--- config.mk ---
export PLATFORM = sky130hd
export DESIGN_NAME = trap_sequencer
export DESIGN_NICKNAME = d
export VERILOG_FILES = /design/src/rtl/trap_sequencer_pkg.sv /design/src/rtl/trap_decode.sv /design/src/rtl/trap_sequencer.sv
export SDC_FILE = /design/constraint.sdc
export NUM_CORES = 1
export LEC_CHECK = 0
export ABC_AREA = 1
export BUFFER_PORTS_ARGS = -buffer_cell sky130_fd_sc_hd__clkbuf_2
export CELL_PAD_IN_SITES_DETAIL_PLACEMENT = 1
export CELL_PAD_IN_SITES_GLOBAL_PLACEMENT = 1
export CORE_UTILIZATION = 29
export CTS_CLUSTER_DIAMETER = 80
export CTS_CLUSTER_SIZE = 40
export DETAILED_ROUTE_END_ITERATION = 10
export PLACE_DENSITY_LB_ADDON = 0.2
export SLEW_MARGIN = 20
export SYNTH_ARGS = -nofsm -noshare
export SYNTH_HDL_FRONTEND = slang
export SYNTH_SLANG_ARGS = --single-unit
--- constraint.sdc ---
create_clock -name clk -period 1.86 [get_ports clk]
set_input_delay 0.093 -clock clk [delete_from_list [all_inputs] [get_ports clk]]
set_output_delay 0.093 -clock clk [all_outputs]
set_load 0.05 [all_outputs]
--- src/rtl/trap_sequencer_pkg.sv ---
// rtl/trap_sequencer_pkg.sv - shared SYSTEM decode constants, FSM states and trap kind
package trap_sequencer_pkg;

  localparam logic [4:0] SYSTEM_OP     = 5'b11100;
  localparam logic [2:0] PRIV_FUNCT3   = 3'b000;
  localparam logic [31:0] VEC_ALIGN_MASK = ~32'h3;

  typedef enum logic [1:0] {
    ST_IDLE  = 2'd0,
    ST_DRAIN = 2'd1,
    ST_REDIR = 2'd2
  } state_t;

  typedef enum logic {
    KIND_ECALL = 1'b0,
    KIND_MRET  = 1'b1
  } kind_t;

  // ECALL and MRET share opcode and funct3; everything else under SYSTEM is a CSR op.
  function automatic logic is_priv(input logic [31:0] ir);
    return (ir[6:2] == SYSTEM_OP) && (ir[14:12] == PRIV_FUNCT3);
  endfunction

endpackage

--- src/rtl/trap_decode.sv ---
// rtl/trap_decode.sv - combinational ECALL/MRET classifier for the execute-stage instruction
module trap_decode
  import trap_sequencer_pkg::*;
(
  input  logic [31:0] ir,
  input  logic        valid,
  output logic        is_ecall,
  output logic        is_mret
);

  logic priv;
  logic unused_ir_bits;

  assign priv     = valid && is_priv(ir);
  assign is_ecall = priv && !ir[21];
  assign is_mret  = priv &&  ir[21];

  assign unused_ir_bits = ^{ir[31:22], ir[20:15], ir[11:7], ir[1:0]};

endmodule

--- src/rtl/trap_sequencer.sv ---
// rtl/trap_sequencer.sv - ECALL/MRET flush-and-redirect sequencer; optional interrupt entry under TRAP_IRQ_EN
module trap_sequencer
  import trap_sequencer_pkg::*;
#(
  parameter int          DRAIN = 2,
  parameter logic [31:0] BOOT  = 32'h00000000
)(
  input  logic        clk,
  input  logic        rst,
  input  logic        valid,
  input  logic [31:0] ir,
  input  logic [31:0] pc,
  input  logic [31:0] mtvec,
  input  logic [31:0] mepc,
  input  logic        irq,
  output logic        flush,
  output logic        stall,
  output logic        redirect,
  output logic [31:0] redirect_pc,
  output logic        irq_ack,
  output logic [31:0] trap_cnt
);

  generate
    if (DRAIN < 1 || DRAIN > 15) begin : g_bad_drain
      $error("trap_sequencer: DRAIN must be in 1..15");
    end
  endgenerate

  localparam logic [3:0] DRAIN_LOAD = 4'(DRAIN - 1);

  state_t      state, state_n;
  kind_t       kind;
  logic [3:0]  cnt;
  logic        is_ecall, is_mret;
  logic        take_sys, take_irq, fire;
  logic [31:0] target;

  trap_decode u_decode (
    .ir       (ir),
    .valid    (valid),
    .is_ecall (is_ecall),
    .is_mret  (is_mret)
  );

`ifdef TRAP_IRQ_EN
  logic handler;
  logic irq_ack_q;
  logic unused_inputs;

  // A SYSTEM instruction in the same cycle wins; the interrupt stays pending.
  assign take_irq      = irq && valid && !is_ecall && !is_mret && !handler;
  assign irq_ack       = irq_ack_q;
  assign unused_inputs = ^pc;
`else
  logic unused_inputs;

  assign take_irq      = 1'b0;
  assign irq_ack       = 1'b0;
  assign unused_inputs = ^{pc, irq};
`endif

  assign take_sys = is_ecall || is_mret;
  assign target   = (kind == KIND_MRET) ? mepc : (mtvec & VEC_ALIGN_MASK);

  always_comb begin
    state_n = state;
    fire    = 1'b0;
    case (state)
      ST_IDLE:  if (take_sys || take_irq) state_n = ST_DRAIN;
      ST_DRAIN: if (cnt == 4'd0) begin
                  state_n = ST_REDIR;
                  fire    = 1'b1;
                end
      ST_REDIR: state_n = ST_IDLE;
      default:  state_n = ST_IDLE;
    endcase
  end

  assign flush    = (state != ST_IDLE);
  assign stall    = (state == ST_DRAIN);
  assign redirect = (state == ST_REDIR);

  always_ff @(posedge clk) begin
    if (rst) begin
      state       <= ST_IDLE;
      kind        <= KIND_ECALL;
      cnt         <= 4'd0;
      redirect_pc <= BOOT;
      trap_cnt    <= 32'd0;
    end else begin
      state <= state_n;
      if (state == ST_IDLE && (take_sys || take_irq)) begin
        kind <= is_mret ? KIND_MRET : KIND_ECALL;
        cnt  <= DRAIN_LOAD;
      end else if (state == ST_DRAIN && cnt != 4'd0) begin
        cnt <= cnt - 4'd1;
      end
      // Target is taken in the last drain cycle so late CSR writes (mepc from the ECALL) land.
      if (fire) begin
        redirect_pc <= target;
        trap_cnt    <= trap_cnt + 32'd1;
      end
    end
  end

`ifdef TRAP_IRQ_EN
  always_ff @(posedge clk) begin
    if (rst) begin
      handler   <= 1'b0;
      irq_ack_q <= 1'b0;
    end else begin
      irq_ack_q <= (state == ST_IDLE) && take_irq;
      if (state == ST_IDLE && take_irq)
        handler <= 1'b1;
      else if (state == ST_REDIR && kind == KIND_MRET)
        handler <= 1'b0;
    end
  end
`endif

endmodule

**Word-level counts from Yosys, hierarchy flattened**

Index checks and enable logic that the tools add are counted.

- Word-level logic and storage cells: 38
- Bits in read-only memories: 0
- Output and inout bits: 68
- Bits in latches: 0
- Bits in writable memories: 0
- Flip-flop bits (word level): 71
- Memories: 0

- Divide/modulo/power cells: 0
- Multiplexer cells: 9
- $lt $le $gt $ge: 0
- Multiply operators: 0
- Shifts and indexed selects: 0
- Bitwise logic cells: 0
- Reductions and logical operators: 16
- Add/sub/neg operators: 2
- Eq/ne operators: 5

Operators with widths:

| kind | number |
|---|---|
| $add A32 B1 Y32 const B | 1 |
| $mux W32 | 1 |
| $logic_and A1 B1 Y1 | 6 |
| $eq A5 B5 Y1 const B | 1 |
| $mux W1 | 5 |
| $logic_not A4 Y1 | 1 |
| $mux W2 | 2 |
| $pmux W2 S2 | 1 |
| $reduce_bool A2 Y1 | 2 |
| $reduce_bool A4 Y1 | 1 |
| $sub A4 B1 Y4 const B | 1 |
| $logic_not A3 Y1 | 1 |
| $eq A2 B1 Y1 const B | 1 |
| $eq A2 B2 Y1 const B | 1 |
| $logic_not A2 Y1 | 1 |
| $ne A2 B1 Y1 const B | 1 |
| $ne A2 B2 Y1 const B | 1 |
| $reduce_and A2 Y1 | 1 |
| $reduce_or A2 Y1 | 1 |
| $logic_not A1 Y1 | 1 |
| $logic_or A1 B1 Y1 | 1 |

**Depth between registers and ports, before layout**

- Word-level depth: 7
- Gate-level depth with buffers: 10
- Gate-level depth less buffers: 10

**Modules after synthesis**

A second synthesis with hierarchy kept.

- Cells, all modules: 521
- Area total of the unflattened synthesis: 3487.1 µm²

By module, submodules not included:

| module | area an instance (µm²) | cells each | seq. area each (µm²) | instances |
|---|---|---|---|---|
| trap_sequencer | 3445.8 | 512 | 1421.4 | 1 |
| trap_decode | 41.3 | 9 | 0.0 | 1 |

**Least setup slack after synthesis**

No wires, ideal clock.

- Path kind: flip-flop to flip-flop
- Start: register trap_cnt[0]
- End: register trap_cnt[14]
- Required time: 1.742 ns
- Stages on the path, launching flop included: 9
- Data arrival time: 1.707 ns
- Path buffers: 0
- Path slack: 0.035 ns
- Library setup time: 0.118 ns
- Clock period less this slack: 1.825 ns
- Path through: dfxtp_1 ha_1 nand3_1 nor2_1 nand2_4 nor2_4 nand2_1 o21ai_0 nor2_1

- Longest elaborated chain between the ends: 1

RTL lines:

| item | line | source |
|---|---|---|
| start: declaration | trap_sequencer.sv:21 | `output logic [31:0] trap_cnt` |
| start signal: assignment | trap_sequencer.sv:102 | `trap_cnt <= trap_cnt + 32'd1;` |
| $add A32 B1 Y32 | trap_sequencer.sv:102 |  |

No other way between the ends.
A chain may end at the register's enable or synchronous reset.

**Worst setup path after layout**

- Start: register cnt[0]
- End: register trap_cnt[19]

- Longest elaborated chain between the ends: 3

RTL lines:

| item | line | source |
|---|---|---|
| start: declaration | trap_sequencer.sv:34 | `logic [3:0] cnt;` |
| start signal: assignment | trap_sequencer.sv:97 | `cnt <= cnt - 4'd1;` |
| $logic_not A4 Y1 | trap_sequencer.sv:71 | `ST_DRAIN: if (cnt == 4'd0) begin` |
| $mux W1 | trap_sequencer.sv:71 |  |
| $mux W1 | trap_sequencer.sv:69 | `case (state)` |

No other way between the ends.

==> results.ini <==
[timing]
finalSetupViolCount=0
maxSlewViolCount=0
post-route-min-period_ns=1.65
hold_violations=0
rsz0062_at_grt=false
fin_worst_skew_ns=0.00845
tns_ns=0
finalCritPeriodShare=0.889
fmax_ghz=0.604

[pwr]
vdd_drop_max_uv=421
p_leak_nw=2.14
combinationalPowerShare=0.041
p_int_w=0.00309
cellPowerDensity_nw_per_um2=817
p_clk_frac=0.563
pwr-share-seq=0.395
switching_share=0.197
netSwitchingPower_w=0.000758

[setup_path]
crit_arrival_ns=1.88
path_max_fanout=6
crit_path_start_kind=flip-flop
end_kind=flip-flop
worstPathRequired_ns=2.09
ff2ff_setup_slack_ns=0.21
critical_path_class=flip-flop to flip-flop

[global_route]
antenna_found_initial=0
overflow=0
grt_use_total=0.198
grt_pass1_wl_um=18300
grt_max_degree=61
grt_pass1_vias=3839

[placement]
place_congestion=0.763
dpl.hpwl_um=8330
placed_area_um2=4260
portBuffers=140

[die]
die_h_um=110
io_pins=200
core_um2=11400
rows=39
die_area_um2=12100
initial_core_util=0.298
die_width_um=110

[yosys]
synth_nets=633
netlist_area_um2=3380
syn_avg_cell_area_um2=6.78
yosysSeqAreaShare=0.420
ys_ff_latch=71
synthCells=499
yosysWarnings=0
synth.distinct_cells=28

[clocking]
cts_tree=done
htreeDepth=3
post_cts_buffers=0
cts-resized-gates=0
clockBufferDepth=2
root_buffer=clkbuf_16
cts_sinks=71
clk_pin_slew_ns=0.06
cts-hold-fix-buffers=8
cts_made_buffers=9
clock_latency_ns=0.33

[finish]
antenna_cells=0
layout_commonest_cell=clkbuf_2
nFillCells=1496
nets=780
multi_input_comb_area_um2=1700
final_cell_mix=clkbuf_2 (140), nand2_1 (138), dfxtp_1 (71), nor2_1 (64), inv_1 (47)
design_area_um2=4710
seq_area_um2=1420
area_growth_pct=39.2
layout-drive-gt1-share=0.273

[detailed_routing]
ant_nets=0
via_count=3839
routed_wl_um=11300
wl_per_cell_um=14.3
drc=0
drt_iter0_markers=195
dr.pass1.iters=7
vias_per_cell=4.84

[status]
status=complete, no violations

[worst_hold_path]
hold_class=primary input to flip-flop

[run]
drv_cap=0

-- synth_stat cells --
library cell	count	share of area
a211oi_1	1	0.0022
a21oi_1	12	0.018
a31oi_1	31	0.057
buf_1	2	0.0022
buf_2	1	0.0015
buf_4	1	0.0022
clkbuf_1	17	0.019
conb_1	1	0.0011
dfxtp_1	71	0.42
ha_1	2	0.0074
inv_1	47	0.052
inv_2	1	0.0011
nand2_1	138	0.15
nand2_2	1	0.0019
nand2_4	2	0.0067
nand3_1	28	0.041
nand3_2	1	0.0030
nand4_1	5	0.0092
nor2_1	64	0.071
nor2_2	1	0.0019
nor2_4	6	0.020
nor2_8	1	0.0059
nor3_1	12	0.018
nor3b_1	3	0.0067
o21ai_0	46	0.068
or2_2	1	0.0019
xnor2_1	1	0.0026
xor2_1	2	0.0052
-- worst paths after layout --
check / cells past startpoint / end / from
max: 9 / trap_cnt[19]$_SDFFE_PP0P_ / cnt[0]$_SDFFE_PP0P_
min: 3 / redirect_pc[1]$_SDFFE_PP0P_ / mepc[1]
max reg2reg: 9 / trap_cnt[19]$_SDFFE_PP0P_ / cnt[0]$_SDFFE_PP0P_
min reg2reg: 2 / redirect_pc[0]$_SDFFE_PP0P_ / redirect_pc[0]$_SDFFE_PP0P_
-- sequential cells by signal (all words and copies together), names as in the netlist --
register / flops
cnt: 4
kind: 1
redirect_pc: 32
state: 2
trap_cnt: 32
-- power groups by stage --
| stage | registers (W) | logic [W] | clock network, W |
|---|---|---|---|
| 2_1_floorplan | 0.00156 | 0.0000527 | 0 |
| 3_3_place_gp | 0.00156 | 0.000142 | 0 |
| 3_5_place_dp | 0.00156 | 0.000148 | 0 |
| 4_1_cts | 0.00152 | 0.000161 | 0.00222 |
| 5_1_grt | 0.00152 | 0.000176 | 0.00229 |
| 6_report | 0.00152 | 0.000159 | 0.00217 |
-- per-stage QoR --
| step | setup WS, ns | cells | hold slack, ns | power (W) | util |
|---|---|---|---|---|---|
| 2_1_floorplan | 0.0352 | 499 | 0.189 | 0.00161 | - |
| 3_3_place_gp | 0.258 | 770 | 0.320 | 0.00170 | 0.375 |
| 3_5_place_dp | 0.220 | 770 | 0.325 | 0.00170 | 0.375 |
| 4_1_cts | 0.185 | 794 | 0.000997 | 0.00390 | 0.414 |
| 5_1_grt | 0.0206 | 794 | 0.00455 | 0.00399 | 0.414 |
| 6_report | 0.206 | 794 | 0.00909 | 0.00385 | 0.414 |
-- final cells by class --
type / instances / area share
clock buffers: 11 / 0.0515
clock inverters: 5 / 0.0274
inverters: 48 / 0.0382
multi-input cells: 359 / 0.360
flip-flops and latches: 71 / 0.302
well taps: 143 / 0.0380
repair buffers: 157 / 0.183
-- cells by family after synthesis --
logic type	count (synthesis)	share of synthesized area
AO/OA/AOI/OAI	90	0.145
XOR/XNOR	3	0.00777
adder cells (fa/ha/maj)	2	0.00740
buffers and inverters	69	0.0780
flip-flops	71	0.420
other	1	0.00111
AND/OR/NAND/NOR	263	0.340
-- worst max-delay path, cell delays in order, from the launching register on --
cell and delay [ns]:
dfxtp_1 0.32, inv_1 0.07, ha_1 0.24, nand2_2 0.13
nor2_8 0.18, nand2_4 0.11, inv_2 0.12, nand3_1 0.13
o21ai_0 0.19, nor2_1 0.05
-- per-layer routing --
metal / global-route usage / part of all wire / vias up
li1: - / - / 1917
met1: 0.235 / 0.44 / 1817
met2: 0.338 / 0.49 / 91
met3: 0.0682 / 0.059 / 14
met4: 0.0524 / 0.013 / 0
met5: 0 / 0 / -
Power figures use the tool's default switching activity.
